File: src/rtl/adder_arbiter.sv
// adder_arbiter: two-requester round-robin front end sharing one ripple adder, with a one-deep result register

// adder: ripple add/subtract; sel[3] selects subtract, any other set bit marks an unsupported op
module adder #(
   parameter int W = 32
) (
   input  logic [W-1:0] i_a,
   input  logic [W-1:0] i_b,
   input  logic [3:0]   i_sel,
   output logic [W-1:0] o_sum,
   output logic         o_err
);
   logic [W-1:0] w_b;
   logic [W-1:0] w_c;
   assign w_b    = i_b ^ {W{i_sel[3]}};
   assign w_c[0] = i_sel[3];
   assign o_err  = |i_sel[2:0];
   genvar i;
   for (i = 0; i < W; i++) begin : g_fa
      assign o_sum[i] = i_a[i] ^ w_b[i] ^ w_c[i];
      if (i < W - 1) begin : g_c
         assign w_c[i+1] = (i_a[i] & w_b[i]) | (w_c[i] & (i_a[i] ^ w_b[i]));
      end
   end
endmodule

module adder_arbiter #(
   parameter int OPERAND_LENGTH = 32
) (
   input  logic                      clk,
   input  logic                      rst_n,
   input  logic                      req0_valid,
   output logic                      req0_ready,
   input  logic [OPERAND_LENGTH-1:0] req0_opd1,
   input  logic [OPERAND_LENGTH-1:0] req0_opd2,
   input  logic [3:0]                req0_op,
   input  logic                      req1_valid,
   output logic                      req1_ready,
   input  logic [OPERAND_LENGTH-1:0] req1_opd1,
   input  logic [OPERAND_LENGTH-1:0] req1_opd2,
   input  logic [3:0]                req1_op,
   output logic                      rsp_valid,
   input  logic                      rsp_ready,
   output logic [OPERAND_LENGTH-1:0] rsp_result,
   output logic                      rsp_id,
   output logic                      rsp_err
);
   typedef enum logic {EMPTY, FULL} state_t;
   state_t                    r_state;
   state_t                    w_next;
   logic                      r_prio;
   logic                      r_id;
   logic                      r_err;
   logic [OPERAND_LENGTH-1:0] r_result;
   logic                      w_can;
   logic                      w_gnt0;
   logic                      w_gnt1;
   logic                      w_acc;
   logic [OPERAND_LENGTH-1:0] w_sum;
   logic                      w_err;
   // rst_n gating keeps both readys low while reset is held
   assign w_can  = rst_n & ((r_state == EMPTY) | rsp_ready);
   assign w_gnt0 = w_can & req0_valid & (~req1_valid | ~r_prio);
   assign w_gnt1 = w_can & req1_valid & (~req0_valid | r_prio);
   assign w_acc  = w_gnt0 | w_gnt1;
   assign req0_ready = w_gnt0;
   assign req1_ready = w_gnt1;
   assign rsp_valid  = (r_state == FULL);
   assign rsp_result = r_result;
   assign rsp_id     = r_id;
   assign rsp_err    = r_err;
   adder #(.W(OPERAND_LENGTH)) u_adder (
      .i_a   (w_gnt1 ? req1_opd1 : req0_opd1),
      .i_b   (w_gnt1 ? req1_opd2 : req0_opd2),
      .i_sel (w_gnt1 ? req1_op : req0_op),
      .o_sum (w_sum),
      .o_err (w_err)
   );
   // next state: acceptance fills, a drain without acceptance empties
   always_comb begin
      w_next = w_acc ? FULL : (rsp_ready ? EMPTY : r_state);
   end
   // state register
   always_ff @(posedge clk or negedge rst_n) begin
      if (!rst_n) r_state <= EMPTY;
      else        r_state <= w_next;
   end
   // result capture and round-robin pointer, both only on acceptance
   always_ff @(posedge clk or negedge rst_n) begin
      if (!rst_n) begin
         r_result <= '0;
         r_id     <= 1'b0;
         r_err    <= 1'b0;
         r_prio   <= 1'b0;
      end else if (w_acc) begin
         r_result <= w_sum;
         r_id     <= w_gnt1;
         r_err    <= w_err;
         r_prio   <= w_gnt0;
      end
   end
endmodule

File: config.mk
export PLATFORM = sky130hd
export DESIGN_NAME = adder_arbiter
export DESIGN_NICKNAME = d
export VERILOG_FILES = /design/src/rtl/adder_arbiter.sv
export SDC_FILE = /design/constraint.sdc
export NUM_CORES = 1
export LEC_CHECK = 0
export ABC_AREA = 1
export CORE_MARGIN = 2
export CORE_UTILIZATION = 35
export DETAILED_ROUTE_END_ITERATION = 16
export PLACE_DENSITY = 0.78
export SLEW_MARGIN = 30
export SYNTH_ARGS = -nofsm -noshare
export SYNTH_HDL_FRONTEND = slang
export SYNTH_SLANG_ARGS = --single-unit
File: constraint.sdc
create_clock -name clk -period 13 [get_ports clk]
set_input_delay 1.3 -clock clk [delete_from_list [all_inputs] [get_ports clk]]
set_output_delay 1.3 -clock clk [all_outputs]
set_load 0.01 [all_outputs]
==> results.json, run 1 <==
{
  "drtIter0Drc": 52,
  "clockBufferDepth": 2,
  "path_max_fanout": 5,
  "worst_pin_slew_ns": 0.838,
  "yosysSeqAreaShare_pct": 29.3,
  "path_clk_slew_ns": 0.07,
  "critPathMaxStageDelay_ns": 0.40,
  "cts.sinks": 36,
  "htreeDepth": 2,
  "crit_path_end_kind": "flip-flop",
  "postRouteAntennaNets": 0,
  "final_core_util_pct": 61.2,
  "grt_max_degree": 63,
  "nets": 685,
  "gp_congestion": 0.774,
  "grt_antenna_before_repair": 0,
  "drive_above_1_share_pct": 22.0,
  "path_class": "primary input to flip-flop",
  "fp.dieH_um": 97.7,
  "yosys.area.top_type": "dfrtp_1",
  "final_common_cell": "clkdlybuf4s50_1",
  "cts_tree": "done",
  "syn_to_final_growth_pct": 71.9,
  "start_util_pct": 35.6,
  "grt-ovfl-total": 0,
  "gr-usage-met2_pct": 35.3,
  "syn_avg_cell_area_um2": 9.35,
  "period_minus_slack_ns": 12.93,
  "relSlewSlack_pct": 44.0,
  "diodes": 0,
  "dieArea_um2": 9550,
  "leakage_nw": 2.31,
  "required_ns": 13.17,
  "r2r_start": "rsp_valid",
  "yosys_warnings": 0,
  "ios": 178,
  "ys_top_cells_by_area": "dfrtp_1 (29%), fa_1 (20%), mux2i_1 (9.4%)",
  "grt_pass1_vias": 3106,
  "route.detailed.drc": 0,
  "status": "finished clean",
  "numCtsBuffers": 5,
  "ys_ff_latch": 36,
  "slowest_stage": "fa_2",
  "drt_first_pass_iters": 4,
  "worstSetupStartpoint": "rst_n",
  "finalSetupViolCount": 0,
  "clock.fmax_mhz": 77.3,
  "critical_path_arrival_ns": 13.10,
  "fin_crit_sh_pct": 99.5,
  "port_buffers": 177,
  "final_cell_mix": "clkdlybuf4s50_1 (173), nand2_1 (59), o21ai_0 (52)",
  "min_from": "rsp_result[16]",
  "clock-root-buffer": "clkbuf_8",
  "report.power.total_mw": 0.648,
  "grt.busiest_layer": "met2",
  "drt_wl_total_um": 8940,
  "use_met3_pct": 4.01,
  "avgViaCountPerCell": 4.73,
  "yosysTopAreaCellShare_pct": 29.3,
  "syn-cell-area_um2": 3080,
  "vias": 2939,
  "hold_viol": 0,
  "finClkSkew_ns": 0.00533,
  "crit_top_cell": "fa_2",
  "ys_types": 26,
  "postSynthCellCount": 329,
  "dpl.hpwl_um": 7430,
  "clock_latency_ns": 0.28,
  "synth_nets": 500,
  "drv_cap": 0,
  "power.density_nw_per_um2": 123,
  "core_area_um2": 8640,
  "peakVddDrop_v": 0.0000542,
  "rsz0062_at_grt": "true",
  "startpoint_type": "primary input",
  "track_usage_pct": 18.6,
  "rows": 34,
  "grt_pass1_wl_um": 14200,
  "die_w_um": 97.7,
  "slew_viol_final": 0,
  "globalRouteMet1Util_pct": 20.2,
  "post_drt_wl_per_cell_um": 14.4,
  "hold_path.class": "flip-flop to flip-flop"
}
[final timing paths]
kind,end,slack [ns],cells after the start
max,rsp_result[31],0.07,46
min,rsp_result[16],0.47,2
max reg2reg,rsp_result[31],0.77,45
min reg2reg,rsp_result[16],0.47,2
max in group asynchronous,rsp_result[21],11.61,2
min in group asynchronous,rsp_result[3],1.06,2
[cells in the mapped netlist]
library cell / instances
mux2i_1: 29
nand2_2: 1
buf_2: 5
buf_6: 5
o21ai_0: 54
or2_2: 28
or2_0: 2
clkinv_1: 1
clkbuf_2: 3
fa_1: 30
nor4_1: 1
xnor2_1: 1
clkbuf_1: 6
inv_2: 1
dfrtp_1: 36
xor2_1: 30
nand3_1: 5
o21ai_2: 2
inv_1: 13
a21boi_4: 1
nand2_1: 64
nand2_4: 1
o21ai_1: 7
a21oi_1: 1
nor3_1: 1
a21oi_2: 1
[through the flow]
step	TNS (ns)	cell area [um^2]	hold slack [ns]	worst slack (ns)	std cells
finish	0	5290	0.474	0.0680	622
floorplan	0	3150	0.509	0.0555	329
detailed placement	-1.58	5050	0.463	-0.707	609
CTS	-0.0249	5200	0.479	-0.0249	619
global placement	-1.06	5050	0.457	-0.525	609
global route	-0.347	5290	0.507	-0.236	622
[cells by family (layout without fill, tap and decap cells)]
group	count (synthesis)	count (layout)	share of synthesized area [%]
AOI/OAI and AO/OA	66	66	11.6
xor gates and xnor gates	31	31	8.83
and+or+nand+nor	103	103	15.7
adders and majority gates	30	30	19.5
muxes	29	29	9.44
DFF	36	36	29.3
buffers and inverters	34	219	5.70
[report_power, final]
part / switching [mW] / leakage, nW / total (mW) / internal, mW
logic: 0.167 / 1.82 / 0.375 / 0.208
clock network: 0.0366 / 0.0503 / 0.0838 / 0.0472
registers: 0.0271 / 0.439 / 0.189 / 0.162
[flip-flops by register name, indices dropped and copies added (netlist names)]
| name | count |
|---|---|
| rsp_result | 32 |
| r_prio | 1 |
| rsp_err | 1 |
| rsp_id | 1 |
| rsp_valid | 1 |
[worst max-delay path: cells and delay by family]
family / cells / cell delay, ns
adder cells (fa/ha/maj): 30 / 10.49
buffers and inverters: 5 / 0.40
AND/OR/NAND/NOR: 9 / 0.63
AO/OA/AOI/OAI: 2 / 0.27
[layer usage]
layer | wire length, um | share of wire [%] | vias up
met2 | 4900 | 55 | 101
met3 | 465 | 5.2 | 18
met5 | 0 | 0 | -
li1 | - | - | 1430
met1 | 3310 | 37 | 1390
met4 | 254 | 2.8 | 0
[what timing repair did]
item                                   CTS  global route
gates resized for setup                 21            25
hold buffers                             0             0
setup endpoints to repair                2             2
buffers inserted                         3             3
endpoints found under the hold margin    0             0
pin swaps                                2             2
[layout make-up]
| cell class | count | area, um^2 |
|---|---|---|
| repair buffers | 197 | 1950 |
| multi-input cells | 259 | 2140 |
| well taps | 108 | 135 |
| clock buffers | 7 | 96.3 |
| fillers | 693 | 3350 |
| flip-flops and latches | 36 | 901 |
| inverters | 15 | 61.3 |
No activity file was read; power rests on OpenSTA's default activity.
==> inputs of run 2 (changes only) <==
--- a/config.mk
+++ b/config.mk
@@ -6,6 +6,7 @@
 export NUM_CORES = 1
 export LEC_CHECK = 0
 export ABC_AREA = 1
+export CORE_ASPECT_RATIO = 1.25
 export CORE_MARGIN = 2
 export CORE_UTILIZATION = 35
 export DETAILED_ROUTE_END_ITERATION = 16
==> results.json, run 2 (synthesis results as in run 1) <==
{
  "required_ns": 13.17,
  "fin_hold_ws_ns": 0.472,
  "final_core_util_pct": 61.0,
  "drt_first_pass_iters": 4,
  "die_w_um": 87.8,
  "peakVddDrop_v": 0.0000567,
  "dieArea_um2": 9560,
  "clock-root-buffer": "clkbuf_8",
  "grt_pass1_wl_um": 14100,
  "post_drt_wl_per_cell_um": 14.4,
  "avgViaCountPerCell": 4.61,
  "stdcell_count": 632,
  "crit_family": "adder cells",
  "critical_path_arrival_ns": 13.08,
  "vias": 2914,
  "largest_register_ffs": 32,
  "core_area_um2": 8610,
  "syn_to_final_growth_pct": 70.8,
  "clock.fmax_mhz": 77.5,
  "crit_top_cell": "fa_2",
  "grt-ovfl-total": 0,
  "drt_wl_total_um": 9080,
  "dpl.hpwl_um": 7480,
  "port_buffers": 177,
  "start_util_pct": 35.7,
  "tns_ns": 0,
  "fp.dieH_um": 109,
  "nets": 683,
  "rsz0062_at_grt": "true",
  "drive_above_1_share_pct": 21.3,
  "cts.sinks": 36,
  "ios": 178,
  "status": "finished clean",
  "hold_viol": 0,
  "final_cell_mix": "clkdlybuf4s50_1 (173), nand2_1 (60), o21ai_0 (52)",
  "crit_path_end_kind": "flip-flop",
  "hold_path.class": "flip-flop to flip-flop",
  "finalSetupViolCount": 0,
  "clock_latency_ns": 0.28,
  "htreeDepth": 2,
  "fillers": 759,
  "track_usage_pct": 18.9,
  "worst_pin_slew_ns": 0.869,
  "slew_viol_final": 0,
  "slowest_stage": "clkdlybuf4s50_1",
  "clockBufferDepth": 2,
  "relSlewSlack_pct": 42.0,
  "drv_cap": 0,
  "diodes": 0,
  "path_class": "primary input to flip-flop",
  "rows": 38,
  "period_minus_slack_ns": 12.90,
  "drtIter0Drc": 86,
  "path_clk_slew_ns": 0.07,
  "final_common_cell": "clkdlybuf4s50_1",
  "cts_tree": "done",
  "leakage_nw": 2.30,
  "path_max_fanout": 4,
  "finClkSkew_ns": 0.00153,
  "postRouteAntennaNets": 0,
  "startpoint_type": "primary input",
  "dpl.cell_count": 618,
  "numCtsBuffers": 5,
  "power.density_nw_per_um2": 122,
  "route.detailed.drc": 0,
  "critPathMaxStageDelay_ns": 0.42,
  "fin_crit_sh_pct": 99.3,
  "critPathBufInv": 4,
  "grt_max_degree": 63,
  "grt_pass1_vias": 3033,
  "gp_congestion": 0.798,
  "grt_antenna_before_repair": 0
}
==> run 2: changes by cell type in the layout (fill, tap and decap cells not counted), moves of 2 or more <==
cell and change:
buf_8 -2, o21ai_2 -2, clkbuf_8 -2, o21ai_4 +2, nand2_2 -2
==> run 2: cell type report <==
cell class	count	area, um^2	area share (%)
Clock inverter	1	5.00	0.0953
Sequential cell	36	901	17.1
Multi-Input combinational cell	259	2150	41.0
Timing Repair Buffer	195	1910	36.3
Tap cell	120	150	2.86
Clock buffer	6	72.6	1.38
Inverter	15	63.8	1.21
==> run 2: worst min-delay path: stages (launching register included) <==
cell and delay (ns):
dfrtp_1 0.35, nand2_1 0.05, nand2_1 0.04
==> run 2: metal layers <==
metal,up-vias,GRT usage [%],part of all wire (%)
met5,-,0,0
met4,0,6.04,2.1
met3,13,3.79,5.2
met2,90,36.4,56
met1,1381,20.3,36
li1,1430,-,-
==> run 2: power breakdown <==
group / internal [mW] / switching, mW / leakage [nW]
registers: 0.162 / 0.0279 / 0.439
logic: 0.206 / 0.168 / 1.82
clock network: 0.0364 / 0.0377 / 0.0410
==> run 2: path summary, 6_finish.rpt <==
kind	cells after the start	slack [ns]	to	startpoint
setup / recovery	42	0.1	rsp_result[31]	req0_op[3]
hold / removal	2	0.47	rsp_result[16]	rsp_result[16]
setup reg to reg	44	0.77	rsp_result[31]	r_prio
hold reg to reg	2	0.47	rsp_result[16]	rsp_result[16]
max in group asynchronous	2	11.62	rsp_result[18]	rst_n
min in group asynchronous	2	1.05	rsp_valid	rst_n
==> run 2: through the flow <==
| step | worst slack, ns | cell area, um^2 | power [mW] |
|---|---|---|---|
| after floorplan | 0.0555 | 3150 | 0.366 |
| after global placement | -0.516 | 5030 | 0.545 |
| after detailed placement | -0.692 | 5030 | 0.559 |
| after CTS | -0.00267 | 5150 | 0.639 |
| after global routing | -0.228 | 5250 | 0.695 |
| final | 0.0973 | 5250 | 0.638 |
==> run 2: repair_timing <==
item,CTS,global route
resized for setup,19,21
endpoints found under the setup margin,2,2
hold buffers,0,0
pin swaps,2,3
cloned,0,0
setup buffers,2,5
==> inputs of run 3 (changes only) <==
--- a/config.mk
+++ b/config.mk
@@ -5,10 +5,9 @@
 export SDC_FILE = /design/constraint.sdc
 export NUM_CORES = 1
 export LEC_CHECK = 0
-export ABC_AREA = 1
 export CORE_ASPECT_RATIO = 1.25
 export CORE_MARGIN = 2
-export CORE_UTILIZATION = 35
+export CORE_UTILIZATION = 36
 export DETAILED_ROUTE_END_ITERATION = 16
 export PLACE_DENSITY = 0.78
 export SLEW_MARGIN = 30
==> results.json, run 3 <==
{
  "status": "finished clean",
  "route.detailed.drc": 0,
  "dpl.cell_count": 626,
  "r2r_start": "r_prio",
  "clock_latency_ns": 0.28,
  "holdBufCountCts": 0,
  "post-synth-top-count-cell": "nand2_1",
  "hold_viol": 0,
  "path_max_fanout": 5,
  "syn_avg_cell_area_um2": 9.59,
  "yosysSeqAreaShare_pct": 27.8,
  "min_from": "rsp_id",
  "crit_path_end_kind": "flip-flop",
  "finClkSkew_ns": 0.00623,
  "clock-root-buffer": "clkbuf_8",
  "drv_cap": 0,
  "cts.sinks": 36,
  "nets": 687,
  "finalSetupViolCount": 0,
  "ys_top_cells_by_area": "dfrtp_1 (28%), fa_1 (19%), mux2i_1 (10%)",
  "largest_register_ffs": 32,
  "cts_tree": "done",
  "port_buffers": 177,
  "required_ns": 13.16,
  "peakVddDrop_v": 0.0000404,
  "dieArea_um2": 9780,
  "yosys.area.top_type": "dfrtp_1",
  "period_minus_slack_ns": 12.83,
  "yosysTopAreaCellShare_pct": 27.8,
  "startpoint_type": "primary input",
  "grt-ovfl-total": 0,
  "final_cell_mix": "clkdlybuf4s50_1 (165), nand2_1 (40), dfrtp_1 (36)",
  "postSynthCellCount": 338,
  "synth_top_flop_cell": "dfrtp_1",
  "fin_crit_sh_pct": 98.7,
  "vias": 2915,
  "clock.fmax_mhz": 77.9,
  "diodes": 0,
  "start_util_pct": 37.3,
  "ios": 178,
  "htreeDepth": 2,
  "critPathMaxStageDelay_ns": 0.51,
  "track_usage_pct": 18.3,
  "rows": 38,
  "rsz0062_at_grt": "true",
  "die_w_um": 88.9,
  "critical_path_arrival_ns": 12.99,
  "hold_path.class": "flip-flop to flip-flop",
  "relSlewSlack_pct": 57.0,
  "grt_pass1_wl_um": 13900,
  "drive_above_1_share_pct": 14.7,
  "gp_congestion": 0.822,
  "placement.cell_area_um2": 5220,
  "grt_pass1_vias": 3112,
  "synth_edf_count": 0,
  "design_area_um2": 5390,
  "worstSetupStartpoint": "rsp_ready",
  "final_common_cell": "clkdlybuf4s50_1",
  "grt_antenna_before_repair": 0,
  "core_area_um2": 8700,
  "postRouteAntennaNets": 0,
  "clockBufferDepth": 2,
  "path_clk_slew_ns": 0.07,
  "slew_viol_final": 0,
  "syn-cell-area_um2": 3240,
  "slowest_stage": "fa_2",
  "syn_to_final_growth_pct": 66.2,
  "synth_common_cells": "nand2_1 (40), dfrtp_1 (36), xnor2_1 (36)",
  "avgViaCountPerCell": 4.58,
  "yosys_warnings": 0,
  "worst_pin_slew_ns": 0.642,
  "drtIter0Drc": 72,
  "path_class": "primary input to flip-flop",
  "fp.dieH_um": 110,
  "synth_nets": 509,
  "numCtsBuffers": 5,
  "post_drt_wl_per_cell_um": 14.0,
  "dpl.hpwl_um": 7390,
  "report.power.total_mw": 0.564,
  "crit_top_cell": "fa_2",
  "power.density_nw_per_um2": 105,
  "drt_wl_total_um": 8930,
  "leakage_nw": 2.33,
  "crit_family": "adder cells",
  "critPathBufInv": 3,
  "grt_max_degree": 54,
  "ys_ff_latch": 36,
  "synthArstFlopShare_pct": 100,
  "drt_first_pass_iters": 4,
  "ys_types": 24,
  "stdcell_count": 636
}
[run 3: cell types whose count changed after synthesis, sizes merged, moves of 2 or more]
cell	delta
clkbuf	-5
or2	-30
nand3	-4
nand2	-26
xnor2	+35
a21oi	+29
o21ai	-31
inv	-9
nor2	+30
mux2	+2
mux2i	+5
buf	+11
[run 3: kinds of logic (layout without fill, tap and decap cells)]
| kind of cell | after synthesis | count (layout) | share of synthesized area [%] |
|---|---|---|---|
| xor+xnor | 67 | 67 | 18.1 |
| compound gates | 64 | 64 | 10.1 |
| flops | 36 | 36 | 27.8 |
| mux | 36 | 36 | 11.2 |
| simple gates | 75 | 75 | 9.26 |
| fa+ha+maj | 30 | 30 | 18.5 |
| buf+inv | 30 | 208 | 5.02 |
[run 3: worst min-delay path: stages, from the launching register on]
cell and delay [ns]:
dfrtp_1 0.34, nand2_1 0.05, nand2_1 0.06
[run 3: worst paths after layout]
path	to	slack, ns	cells past startpoint
max reg2reg	rsp_result[30]	0.83	36
max in group asynchronous	rsp_result[31]	11.55	2
max	rsp_result[30]	0.17	38
min	rsp_id	0.47	2
min in group asynchronous	rsp_err	1.11	2
min reg2reg	rsp_id	0.47	2
[run 3: what timing repair did]
| action | CTS | global route |
|---|---|---|
| pin swaps | 1 | 0 |
| buffers inserted | 2 | 1 |
| endpoints found under the setup margin | 2 | 2 |
| gates resized for setup | 14 | 16 |
[run 3: final cells by class]
| class | count | area [um^2] |
|---|---|---|
| fillers | 754 | 3310 |
| inverters | 5 | 18.8 |
| repair buffers | 196 | 1910 |
| clock buffers | 7 | 96.3 |
| well taps | 120 | 150 |
| flip-flops and latches | 36 | 901 |
| multi-input cells | 272 | 2310 |
[run 3: per-stage QoR]
stage	hold WS, ns	worst slack (ns)	util, %	TNS [ns]
after floorplan	0.470	0.0327	-	0
after global routing	0.506	-0.0935	61.9	-0.182
after detailed placement	0.462	-0.568	60.0	-1.33
after CTS	0.480	0.00236	61.6	0
after global placement	0.462	-0.444	60.0	-0.939
final	0.475	0.169	61.9	0
[run 3: layer usage]
metal  vias up  GRT usage, %  wire, um
met4         0          5.30       173
li1       1455             -         -
met2       113          35.1      4810
met3        12          3.72       653
met1      1335          19.7      3290
met5         -             0         0
[run 3: power breakdown]
part	internal (mW)	leakage, nW	switching [mW]
combinational	0.174	1.84	0.133
clock	0.0472	0.0503	0.0370
sequential	0.152	0.438	0.0213
total	0.373	2.33	0.192
